`src/rtl/piso_pkg.sv`:
```
// rtl/piso_pkg.sv - shared state encoding and width helper for the PISO serializer
package piso_pkg;

   // 2'd3 is unused and falls back to IDLE in the next-state logic
   typedef enum logic [1:0] {
      IDLE  = 2'd0,
      SHIFT = 2'd1,
      DONE  = 2'd2
   } state_t;

   // Bit-counter width: enough bits to hold N-1, never narrower than one bit
   function automatic int cw_of(input int n);
      return (n > 1) ? $clog2(n) : 1;
   endfunction

endpackage

```
`src/rtl/bit_down_counter.sv`:
```
// rtl/bit_down_counter.sv - loadable down-counter with enable and zero flag
module bit_down_counter #(
   parameter int W = 3
) (
   input  logic         clk,
   input  logic         rst,
   input  logic         load,
   input  logic [W-1:0] load_value,
   input  logic         en,
   output logic [W-1:0] count,
   output logic         zero
);

   // Load has priority; decrement saturates at zero so the count never wraps
   always_ff @(posedge clk or negedge rst) begin
      if (!rst) begin
         count <= '0;
      end else if (load) begin
         count <= load_value;
      end else if (en && (count != '0)) begin
         count <= count - W'(1);
      end
   end

   assign zero = (count == '0);

endmodule

```
`src/rtl/piso_serializer.sv`:
```
// rtl/piso_serializer.sv - parallel-in serial-out transmitter, MSB first, with backpressure
module piso_serializer
   import piso_pkg::*;
#(
   parameter int N = 8
) (
   input  logic         clk,
   input  logic         rst,
   input  logic         load_valid,
   output logic         load_ready,
   input  logic [N-1:0] data_in,
   output logic         ser_valid,
   input  logic         ser_ready,
   output logic         ser_out,
   output logic         ser_last,
   output logic         done
);

   localparam int CW = cw_of(N);

   state_t        state;
   state_t        state_next;
   logic [N-1:0]  shreg;
   logic [CW-1:0] count;
   logic          zero;
   logic          accept;
   logic          advance;

   // State register
   always_ff @(posedge clk or negedge rst) begin
      if (!rst) begin
         state <= IDLE;
      end else begin
         state <= state_next;
      end
   end

   // Next-state decode plus the load/advance strobes for the datapath
   always_comb begin
      state_next = state;
      accept     = 1'b0;
      advance    = 1'b0;
      case (state)
         IDLE: begin
            if (load_valid) begin
               accept     = 1'b1;
               state_next = SHIFT;
            end
         end
         SHIFT: begin
            if (ser_ready) begin
               advance = 1'b1;
               if (zero) begin
                  state_next = DONE;
               end
            end
         end
         DONE: begin
            state_next = IDLE;
         end
         default: begin
            state_next = IDLE;
         end
      endcase
   end

   // Shift register: capture on acceptance, shift left on each accepted non-final bit
   always_ff @(posedge clk or negedge rst) begin
      if (!rst) begin
         shreg <= '0;
      end else if (accept) begin
         shreg <= data_in;
      end else if (advance && !zero) begin
         shreg <= shreg << 1;
      end
   end

   bit_down_counter #(
      .W (CW)
   ) u_count (
      .clk        (clk),
      .rst        (rst),
      .load       (accept),
      .load_value (CW'(N - 1)),
      .en         (advance),
      .count      (count),
      .zero       (zero)
   );

   // Outputs depend only on registered state, shift register and count
   assign load_ready = (state == IDLE);
   assign ser_valid  = (state == SHIFT);
   assign ser_out    = ser_valid & shreg[N-1];
   assign ser_last   = ser_valid & zero;
   assign done       = (state == DONE);

endmodule

```
`config.mk`:
```
export PLATFORM = sky130hd
export DESIGN_NAME = piso_serializer
export DESIGN_NICKNAME = d
export VERILOG_FILES = /design/src/rtl/piso_pkg.sv /design/src/rtl/bit_down_counter.sv /design/src/rtl/piso_serializer.sv
export SDC_FILE = /design/constraint.sdc
export NUM_CORES = 1
export LEC_CHECK = 0
export CORE_UTILIZATION = 47
export CTS_CLUSTER_DIAMETER = 120
export DETAILED_ROUTE_END_ITERATION = 12
export PLACE_DENSITY = 0.76
export SYNTH_ARGS = -nofsm -noshare
export SYNTH_HDL_FRONTEND = slang
export SYNTH_HIERARCHICAL = 1
export SYNTH_SLANG_ARGS = --single-unit
```
`constraint.sdc`:
```
create_clock -name clk -period 2.3 [get_ports clk]
set_input_delay 0.345 -clock clk [delete_from_list [all_inputs] [get_ports clk]]
set_output_delay 0.345 -clock clk [all_outputs]
set_load 0.01 [all_outputs]
```
==> impl_metrics.json <==
{
  "outcome": "completed",
  "placed_cell_area_sq_um": 864.6,
  "ant_nets": 0,
  "synthDistinctLibCells": 21,
  "first_pass_iters": 4,
  "clock_skew_ns": 0.006814,
  "syn_inst": 62,
  "endpoint_kind": "output pin",
  "areaGrowthSynthToFinish_pct": 27.14,
  "powerDensity_nw_per_um2": 1271,
  "clkTransAtPathRegs_ns": 0.08,
  "start_util_pct": 51.90,
  "num_rows": 13,
  "final_cells": 97,
  "maxSlewViolCount": 0,
  "fin_crit_sh_pct": 94.50,
  "first_global_vias": 477,
  "finalHoldViolations": 0,
  "worstMarginPinSlew_ns": 0.5855,
  "die_h_microns": 40.61,
  "drt_iter0_markers": 7,
  "vdd_drop_max_v": 0.0007076,
  "max_freq_mhz": 460.1,
  "hpwl_microns": 966.4,
  "clk_latency_ns": 0.27,
  "cts_made_buffers": 3,
  "gr-usage-all-layers_pct": 20.07,
  "dieArea_sq_um": 1649,
  "cts_setup_buffers": 0,
  "drcViolationCount": 0,
  "path_cells": "inv_1 -> ha_1 -> ha_1 -> and2_1 -> clkdlybuf4s50_1",
  "n_antenna_cell": 0,
  "totalWireLength_microns": 1352,
  "fin_util_pct": 65.99,
  "synth_area_sq_um": 700.7,
  "min_period_ns": 2.173,
  "synth_area_leaders": "dfrtp_1 46%, o221a_1 11%, nand2b_1 6.3%",
  "critPathKind": "flop to output pin",
  "slew_headroom_pct": 60.85,
  "dr_total_vias": 525,
  "hp-class": "primary input to async pin",
  "layout.nets": 97,
  "setup_viol": 0,
  "ios": 17,
  "cts_tree": "done",
  "avgSynthCellArea_sq_um": 11.30,
  "cts.sinks": 13,
  "yosysWarningCount": 6,
  "design_area_sq_um": 890.9,
  "finalWeightedCongestion": 0.6979,
  "antenna_found_initial": 0,
  "critical-path-slowest-cell": "clkdlybuf4s50_1",
  "post_cts_resized": 0,
  "io_buffers": 16,
  "routedWlPerCell_microns": 13.94,
  "fillers": 112,
  "dp.cells": 93,
  "vias_per_cell": 5.412,
  "total_power_mw": 1.132,
  "grt_first_pass_wirelength_microns": 2028,
  "critPathLaunchType": "flop",
  "core-area_sq_um": 1350,
  "cp_common_cell": "ha_1",
  "synth.largest_area_cell": "dfrtp_1",
  "rsz0062_at_grt": "false",
  "yosysSeqAreaShare_pct": 46.43,
  "drive_gt1_share_pct": 10.98,
  "critPathMaxStageDelay_ns": 0.52,
  "yosysTopAreaCellShare_pct": 46.43,
  "cts_hold_buf": 0,
  "die_w_microns": 40.61,
  "grt_max_degree": 14,
  "overflow": 0,
  "cp_data_arrival_time_ns": 1.83,
  "htreeDepth": 1,
  "required_ns": 1.96,
  "setup_tns_ns": 0,
  "path_delay_family": "buffers and inverters",
  "crit_buf_inv": 2,
  "ys_ff_latch": 13,
  "cp_max_fo": 8,
  "clock_path_buffers": 2,
  "cts-root-buf": "clkbuf_4",
  "leakage_nw": 0.3774,
  "cap_violations": 0
}
Yosys cell counts:
cell      instances
nand2_1           5
o221a_1           7
buf_6             2
nor4b_1           3
a221o_1           3
nor2b_1           3
inv_2             1
ha_1              2
and4bb_4          1
and2b_4           1
nand2b_1          7
nor2_2            1
o21ai_0           1
inv_1             4
and3_1            1
nand2_4           1
conb_1            1
and2b_2           1
or2_1             1
and2_1            3
dfrtp_1          13
cell usage in the layout, fill, tap and decap left out:
master           count
o21ai_0              1
and2b_2              1
inv_2                1
o221a_1              7
clkdlybuf4s50_1     16
a221o_1              3
clkbuf_4             3
and2b_4              1
ha_1                 2
nor2_2               1
nand2_4              1
inv_1                4
conb_1               3
nand2b_1             7
or2_1                1
nand2_1              5
clkbuf_1             1
and2_1               3
and4bb_4             1
and3_1               1
dfrtp_1             13
nor4b_1              3
nor2b_1              3
worst paths after layout:
check / from / endpoint / slack, ns / cells past startpoint
min: rst / shreg[6]$_DFFE_PN0P_ / 0.43 / 1
max in group asynchronous: rst / shreg[0]$_DFFE_PN0P_ / 1.48 / 1
min reg2reg: shreg[5]$_DFFE_PN0P_ / shreg[5]$_DFFE_PN0P_ / 0.55 / 1
max: u_count/count[0]$_DFFE_PN0P_ / ser_last / 0.13 / 5
max reg2reg: u_count/count[0]$_DFFE_PN0P_ / shreg[2]$_DFFE_PN0P_ / 0.37 / 6
min in group clk: shreg[5]$_DFFE_PN0P_ / shreg[5]$_DFFE_PN0P_ / 0.55 / 1
stage by stage:
step	hold WS (ns)	worst slack (ns)
finish	0.4347	0.1266
CTS	0.4573	0.1204
detailed placement	0.5286	0.3960
floorplan	0.04941	0.5778
global route	0.4934	0.03940
global placement	0.5223	0.4529
report_power, final:
group / leakage, nW / switching (mW) / total [mW] / internal (mW)
clock network: 0.0150 / 0.0741 / 0.141 / 0.0672
registers: 0.152 / 0.0593 / 0.399 / 0.339
logic: 0.210 / 0.266 / 0.592 / 0.326
total: 0.377 / 0.400 / 1.13 / 0.732
metal layers:
layer,GRT usage (%),vias up,routed length [microns]
met5,0,-,0
met4,10.00,0,11
met3,6.522,2,56
met2,32.14,14,661
met1,24.04,250,623
li1,-,259,-
flip-flops by register name, summed over array words and instances, names as in the netlist:
| name | flops |
|---|---|
| shreg | 8 |
| state | 2 |
| u_count/count | 3 |
area by class of cell:
cell class                 count  area [sq um]  area share [%]
inverter                       5         18.77           2.107
timing repair buffer          16         160.2           17.98
tap                           15         18.77           2.107
multi-input combinational     44         341.6           38.34
sequential                    13         325.3           36.52
clock buffer                   4         26.28           2.949
cell families (layout without fill, tap and decap cells):
logic type,count (synthesis),in the layout,synth area share [%]
simple gates,28,28,27.33
flops,13,13,46.43
compound gates,11,11,16.25
buf+inv,7,25,5.891
fa+ha+maj,2,2,3.571
other cells,1,3,0.5352
(Power assumes the default switching activity.)
